===== config.mk =====
export PLATFORM = sky130hd
export DESIGN_NAME = usbcmd
export DESIGN_NICKNAME = d
export VERILOG_FILES = /design/src/rtl/usbcmd.sv
export SDC_FILE = /design/constraint.sdc
export NUM_CORES = 1
export LEC_CHECK = 0
export CAP_MARGIN = 20
export CORE_ASPECT_RATIO = 1.75
export CORE_MARGIN = 2
export CORE_UTILIZATION = 26
export CTS_BUF_LIST = sky130_fd_sc_hd__clkbuf_8
export CTS_CLUSTER_DIAMETER = 80
export DETAILED_ROUTE_END_ITERATION = 7
export GPL_ROUTABILITY_DRIVEN = 0
export PLACE_DENSITY = 0.46
export SYNTH_ARGS = -nofsm -noshare
export SYNTH_HDL_FRONTEND = slang
export SYNTH_SLANG_ARGS = --single-unit

===== constraint.sdc =====
create_clock -name clock -period 1.6 [get_ports clock]
set_input_delay 0.24 -clock clock [delete_from_list [all_inputs] [get_ports clock]]
set_output_delay 0.24 -clock clock [all_outputs]
set_load 0.01 [all_outputs]

===== src/rtl/usbcmd.sv =====
// usbcmd: byte-stream command decoder. Collects ping/write/read frames from
// the USB receive side, runs one memio request/ack transaction and returns a
// single response byte on the transmit side.
module usbcmd #(
  parameter int ADDRWIDTH = 16,
  parameter int TIMEOUT   = 255
) (
  input  logic                 clock,
  input  logic                 reset_n,
  input  logic [7:0]           rx_data,
  input  logic                 rx_valid,
  output logic                 rx_ready,
  output logic [7:0]           tx_data,
  output logic                 tx_valid,
  input  logic                 tx_ready,
  output logic [ADDRWIDTH-1:0] mem_addr,
  output logic [7:0]           mem_wdata,
  output logic                 mem_we,
  output logic                 mem_re,
  input  logic [7:0]           mem_rdata,
  input  logic                 mem_ack,
  output logic                 error
);

  localparam int            CW     = (TIMEOUT < 1) ? 1 : $clog2(TIMEOUT + 1);
  localparam logic [CW-1:0] TO_VAL = CW'(TIMEOUT);

  localparam logic [7:0] OP_PING  = 8'h50;
  localparam logic [7:0] OP_WRITE = 8'h57;
  localparam logic [7:0] OP_READ  = 8'h52;
  localparam logic [7:0] RSP_PING = 8'h55;
  localparam logic [7:0] RSP_WACK = 8'h06;

  typedef enum logic [2:0] {
    IDLE,
    ADDRHI,
    ADDRLO,
    WDATA,
    MEMWR,
    MEMRD,
    TXRESP
  } state_t;

  state_t                r_state;
  state_t                w_state_n;
  logic [CW-1:0]         r_cnt;
  logic [7:0]            r_addr_hi;
  logic                  r_is_read;
  logic [7:0]            r_tx_data;
  logic [ADDRWIDTH-1:0]  r_mem_addr;
  logic [7:0]            r_mem_wdata;
  logic                  r_error;
  logic                  w_accept;
  logic                  w_counting;
  logic                  w_timeout;
  logic                  w_error_n;
  logic [15:0]           w_addr16;

  assign w_accept   = rx_valid & rx_ready;
  assign w_counting = (r_state == ADDRHI) || (r_state == ADDRLO) || (r_state == WDATA);
  // A byte accepted on the expiry edge takes priority over the timeout.
  assign w_timeout  = w_counting & ~rx_valid & (r_cnt == TO_VAL);
  assign w_addr16   = {r_addr_hi, rx_data};

  assign tx_data    = r_tx_data;
  assign mem_addr   = r_mem_addr;
  assign mem_wdata  = r_mem_wdata;
  assign error      = r_error;

  // State register; reset abandons any partial frame or pending request.
  always_ff @(posedge clock or negedge reset_n) begin
    if (!reset_n) r_state <= IDLE;
    else          r_state <= w_state_n;
  end

  // Next-state logic and state-decoded handshake outputs.
  always_comb begin
    w_state_n = r_state;
    rx_ready  = 1'b0;
    mem_we    = 1'b0;
    mem_re    = 1'b0;
    tx_valid  = 1'b0;
    w_error_n = 1'b0;
    case (r_state)
      IDLE: begin
        rx_ready = 1'b1;
        if (rx_valid) begin
          if (rx_data == OP_PING)                           w_state_n = TXRESP;
          else if (rx_data == OP_WRITE || rx_data == OP_READ) w_state_n = ADDRHI;
          else                                              w_error_n = 1'b1;
        end
      end
      ADDRHI: begin
        rx_ready = 1'b1;
        if (rx_valid)       w_state_n = ADDRLO;
        else if (w_timeout) begin
          w_state_n = IDLE;
          w_error_n = 1'b1;
        end
      end
      ADDRLO: begin
        rx_ready = 1'b1;
        if (rx_valid)       w_state_n = r_is_read ? MEMRD : WDATA;
        else if (w_timeout) begin
          w_state_n = IDLE;
          w_error_n = 1'b1;
        end
      end
      WDATA: begin
        rx_ready = 1'b1;
        if (rx_valid)       w_state_n = MEMWR;
        else if (w_timeout) begin
          w_state_n = IDLE;
          w_error_n = 1'b1;
        end
      end
      MEMWR: begin
        mem_we = 1'b1;
        if (mem_ack) w_state_n = TXRESP;
      end
      MEMRD: begin
        mem_re = 1'b1;
        if (mem_ack) w_state_n = TXRESP;
      end
      TXRESP: begin
        tx_valid = 1'b1;
        if (tx_ready) w_state_n = IDLE;
      end
      default: w_state_n = IDLE;
    endcase
  end

  // Frame fields, response byte, inter-byte timeout counter and error pulse.
  always_ff @(posedge clock or negedge reset_n) begin
    if (!reset_n) begin
      r_cnt       <= '0;
      r_addr_hi   <= '0;
      r_is_read   <= 1'b0;
      r_tx_data   <= '0;
      r_mem_addr  <= '0;
      r_mem_wdata <= '0;
      r_error     <= 1'b0;
    end else begin
      r_error <= w_error_n;

      if (w_counting && !w_accept && !w_timeout) r_cnt <= r_cnt + 1'b1;
      else                                       r_cnt <= '0;

      case (r_state)
        IDLE: begin
          if (w_accept) begin
            if (rx_data == OP_PING) r_tx_data <= RSP_PING;
            r_is_read <= (rx_data == OP_READ);
          end
        end
        ADDRHI: if (w_accept) r_addr_hi   <= rx_data;
        ADDRLO: if (w_accept) r_mem_addr  <= ADDRWIDTH'(w_addr16);
        WDATA:  if (w_accept) r_mem_wdata <= rx_data;
        MEMWR:  if (mem_ack)  r_tx_data   <= RSP_WACK;
        MEMRD:  if (mem_ack)  r_tx_data   <= mem_rdata;
        default: ;
      endcase
    end
  end

endmodule


-- Yosys cells after proc, flatten, opt, wreduce, memory -nomap -nowiden
Cells that the tools add are included.
- $add $sub $neg: 1
- equal/unequal tests: 18
- mux-type cells: 27
- bitwise logic cells: 4
- reduce and logical (&&, ||, !) cells: 18
- operators with widths (cell ; count):
    $mux 8 ; 5
    $mux 3 ; 10
    $eq 8x7->1 const B ; 3
    $pmux 8 s3 ; 1
    $pmux 3 s6 ; 1
    $ne 2x2->1 const B ; 6
    $eq 3x3->1 const B ; 3
    $mux 1 ; 9
    $add 8x1->8 const B ; 1
    $eq 8x8->1 const B ; 1
    $reduce_and 2->1 ; 4
    $eq 3x2->1 const B ; 2
    $reduce_and 5->1 ; 1
    $reduce_and 4->1 ; 1
    $reduce_or 4->1 ; 1
    $and 1x1->1 ; 3
    $eq 3x1->1 const B ; 1
    $logic_not 3->1 ; 1
    $logic_or 1x1->1 ; 3
    $ne 3x3->1 const B ; 1
    $reduce_bool 3->1 ; 1
    $reduce_or 3->1 ; 1
    $logic_and 1x1->1 ; 2
    $logic_not 1->1 ; 2
    4 further kinds ; 4
- flip-flop bits (word level): 53
- output and inout bits: 37
- word-level logic and storage cells: 76

-- Depth between registers and ports, before layout
- word-level depth: 8
- depth in mapped cells: 5
- depth with buffers taken out: 5

-- Least setup slack after synthesis
Ideal clock, no wire load.
- path type: reg-to-reg
- start point: register r_state[2]
- end point: register r_mem_addr[5], in the netlist mem_addr[5]
- arrival: 1449 ps
- setup slack: 26 ps
- stages on the path, launching flop included: 6
- path buffers: 1
- path through: dfrtp_1 -> inv_2 -> nand3_1 -> nor2_2 -> buf_4 -> mux2_2
- longest elaborated chain between the ends: 5
- ends and longest elaborated chain (what ; RTL line ; RTL):
    from (decl) ; 44 ; state_t r_state;
    from (signal assigned) ; 73 ; else r_state <= w_state_n;
    $eq 3x1->1, or another cell as far along ; 84 ; case (r_state)
    $reduce_or 4->1 (no source line) * ; - ;
    $mux 1 * ; 84 ;
    net rx_ready ; 12 ; output logic rx_ready,
    $and 1x1->1 * ; 59 ; assign w_accept = rx_valid & rx_ready;
    $reduce_and 2->1 (no source line) * ; - ;
    to (signal assigned) ; 157 ; ADDRLO: if (w_accept) r_mem_addr <= ADDRWIDTH'(w_addr16);
    to (decl) ; 50 ; logic [ADDRWIDTH-1:0] r_mem_addr;
The timed path passes the listed nets; every way through them passes the cells marked *.
A chain may end at the register's enable or synchronous reset.

-- Final worst setup path
- start point: register r_state[2]
- end point: register r_state[0]
- longest elaborated chain between the ends: 8
- ends and longest elaborated chain (what ; RTL line ; RTL):
    $eq 3x1->1 or $eq 3x2->1 (tied branches) ; 60, 84 ;
    $logic_or 1x1->1 (2 in series) ; 60 ; assign w_counting = (r_state == ADDRHI) || (r_state == ADDRLO) || (r_state == WDATA);
    $and 1x1->1 (2 in series) ; 62 ; assign w_timeout = w_counting & ~rx_valid & (r_cnt == TO_VAL);
    $mux 3 ; - ;
    $mux 3 (on tied branches) ; - ;
    $pmux 3 s6 ; 84 ;
Parallel ways exist; a longest one is shown, timed or not.

==> results.cfg <==
[status]
status = complete, but fails checks
violations = setup timing

[sta]
timing.final.crit_share_pct = 101
setup_viol = 5
worst_pin_slew_ns = 0.439
min_period_ns = 1.61
rsz0062_at_grt = true
setup_ws_ns = -0.0132
clock_skew_ns = 0.00763
hold_viol_final = 0
max_freq_mhz = 620
maxSlewHeadroom_pct = 70.7
final-max-slew-violation-count = 0
tns_ns = -0.0454

[finish]
utilization_pct = 42.8
drive_above_1_share_pct = 41.3
ff_latch_area_mm2 = 0.00133
area_growth_pct = 60.4
fillCellCount = 897
final_cells = 440
multiInputGateArea_mm2 = 0.00110
nets = 341
antennaDiodeCount = 0
fin_area_mm2 = 0.00387

[routing]
drtIter0Drc = 57
first_pass_iters = 4
ant_nets = 0
drc = 0
wirelength_met1_um = 2420
finalWirelength_um = 6720
vias = 1970
via_per_inst = 4.48
wl_met3_um = 298
wire_per_inst_um = 15.3
met2_length_um = 3750
top_layer = met4

[pwr]
power_density_mw_per_mm2 = 1600
p_sw_share_pct = 31.1
power_frac_seq_pct = 34.8
p_comb_share_pct = 50.1
peakVddDrop_v = 0.000707
switchingPower_mw = 1.93
internal_power_mw = 4.27
clockPowerShare_pct = 15.2
leakagePower_nw = 1.69

[logic_synthesis]
synth_cells = 196
synth_cell_types = 45
yosys_warnings = 0
postSynthAreaPerCell_um2 = 12.3
ys_seq_area_share_pct = 55.0
syn_area_mm2 = 0.00241
syn_nets = 218
synth_seq_cells = 53

[global_routing]
grt_usage_pct = 14.3
grt_pass1_wl_um = 11300
grt_pass1_vias = 2241
grt_max_degree = 22
gr-total-overflow = 0
antenna_found_initial = 0

[worst_hold_path]
hold_class = in -> reg
holdPathStages = 2
min-delay-start = rx_data[4]

[run]
max_cap_violations = 0

[floorplan]
initial_core_util_pct = 26.7
ios = 58
core_mm2 = 0.00904
fp.dieH_um = 131
rows = 46
dieArea_mm2 = 0.0101
die_w_um = 76.8

[place]
placed_cell_area_mm2 = 0.00350
hpwlAfterDp_um = 4930
io_buffer_count = 57
dp.cells = 415

[cts]
cts_sinks = 53
clockBufferDepth = 2
htreeDepth = 2
worst_skew_pair.late_latency_ns = 0.31
ctsRootBufferMaster = clkbuf_8
cts_tree = built
path_clk_slew_ns = 0.10
cts_buffers = 5

[setup_path]
critPathKind = reg -> reg
worstPathArrival_ns = 1.82
worst-r2r-cell-count = 5
worst_setup_path_start_kind = flip-flop
cp_max_fo = 4
required_ns = 1.80
crit_path_end_kind = flip-flop
r2r-start = r_state[2]
crit_start = r_state[2]
-- synthesized netlist by cell type (all sizes together) --
cell	instances	share of area [%]
o21ai	6	1.2
nand4	5	1.6
o21a	1	0.31
and4	1	0.36
ha	1	0.52
clkbuf	1	0.16
nor2	20	3.2
o2111ai	1	0.36
and3	1	0.26
or4	1	0.47
mux2i	4	1.7
xnor2	2	0.73
buf	4	1.3
and2	1	0.26
o22a	1	0.36
a22oi	3	1.1
o32ai	1	0.36
nand3	6	1.5
nor3b	1	0.78
o21bai	1	0.31
and2b	1	0.31
nor3	4	1.7
or2	1	0.26
a21oi	1	0.21
dfrtp	53	55
a41oi	1	0.36
nor2b	2	0.52
o22ai	2	1.1
inv	10	1.6
nand2	17	2.6
xor2	4	1.5
nand2b	1	0.26
a32o	1	0.41
mux2	36	17
-- final timing paths --
kind | end | slack (ns)
min in group asynchronous | mem_wdata[5] | 0.40
worst max-delay path | r_state[0] | -0.01
worst min-delay path | mem_wdata[4] | 0.26
worst max register to register | r_state[0] | -0.01
max in group asynchronous | mem_wdata[0] | 0.70
worst min register to register | mem_wdata[5] | 0.51
-- power by group through the flow --
stage	Clock (mW)	Combinational, mW	Sequential (mW)
after global placement	0	2.66	2.21
after floorplan	0	1.01	2.35
final	0.939	3.10	2.15
after detailed placement	0	2.68	2.21
after CTS	0.984	3.13	2.17
after global routing	1.04	3.34	2.23
-- stage by stage --
step	hold WS (ns)	total power, mW	setup slack (ns)
final	0.263	6.19	-0.0132
after CTS	0.393	6.29	-0.0378
after detailed placement	0.208	4.89	-0.321
after floorplan	-0.0556	3.37	0.0262
after global placement	0.212	4.87	-0.284
after global routing	0.268	6.60	-0.0914
-- worst max-delay path, cell delays in order (launching register included) --
cell	delay [ns]
dfrtp_2	0.43
buf_6	0.13
or2_0	0.21
or4_4	0.50
a22oi_2	0.14
o32ai_1	0.09
-- area by class of cell --
| type | instances | area share (%) |
|---|---|---|
| inverters | 10 | 1.10 |
| well taps | 120 | 3.88 |
| clock buffers | 5 | 1.78 |
| repair buffers | 121 | 29.4 |
| multi-input cells | 128 | 28.5 |
| clock inverters | 3 | 1.13 |
| flip-flops and latches | 53 | 34.3 |
-- cell families (layout without fill, tap and decap cells) --
logic type                 Yosys count  in the layout  share of synthesized area (%)
and+or+nand+nor                     62             62                           14.1
DFF                                 53             53                           55.0
muxes                               40             40                           19.1
AOI/OAI and AO/OA                   19             19                           6.17
buffers and inverters               15            139                           3.01
xor gates and xnor gates             6              6                           2.18
adders and majority gates            1              1                          0.519
-- cells in the final DEF (no fill, tap or decap), drive strengths merged, types with 2 or more instances in the layout --
| cell | n |
|---|---|
| a22oi | 3 |
| buf | 67 |
| clkbuf | 5 |
| clkdlybuf4s50 | 50 |
| dfrtp | 53 |
| dlymetal6s2s | 2 |
| inv | 11 |
| mux2 | 36 |
| mux2i | 4 |
| nand2 | 17 |
| nand3 | 6 |
| nand4 | 5 |
| nor2 | 20 |
| nor2b | 2 |
| nor3 | 4 |
| o21ai | 6 |
| o22ai | 2 |
| xnor2 | 2 |
| xor2 | 4 |
-- state kept, by name, summed over array words and instances, names as in the netlist --
register   cells
mem_wdata      8
r_is_read      1
r_addr_hi      8
r_cnt          8
mem_addr      16
r_state        3
tx_data        8
error          1
-- layer usage --
| layer | vias up | global-route usage [%] |
|---|---|---|
| li1 | 931 | - |
| met5 | - | 0 |
| met3 | 13 | 3.16 |
| met1 | 974 | 14.7 |
| met2 | 52 | 26.5 |
| met4 | 0 | 7.58 |
-- repair_timing --
| action | 4_1_cts | 5_1_grt |
|---|---|---|
| setup buffers | 13 | 4 |
| hold buffers | 1 | 0 |
| gates resized for setup | 46 | 8 |
| setup endpoints to repair | 41 | 39 |
| cloned | 1 | 0 |
| pin swaps | 7 | 7 |
| hold endpoints to repair | 15 | 0 |
No activity file was read; power rests on OpenSTA's default activity.
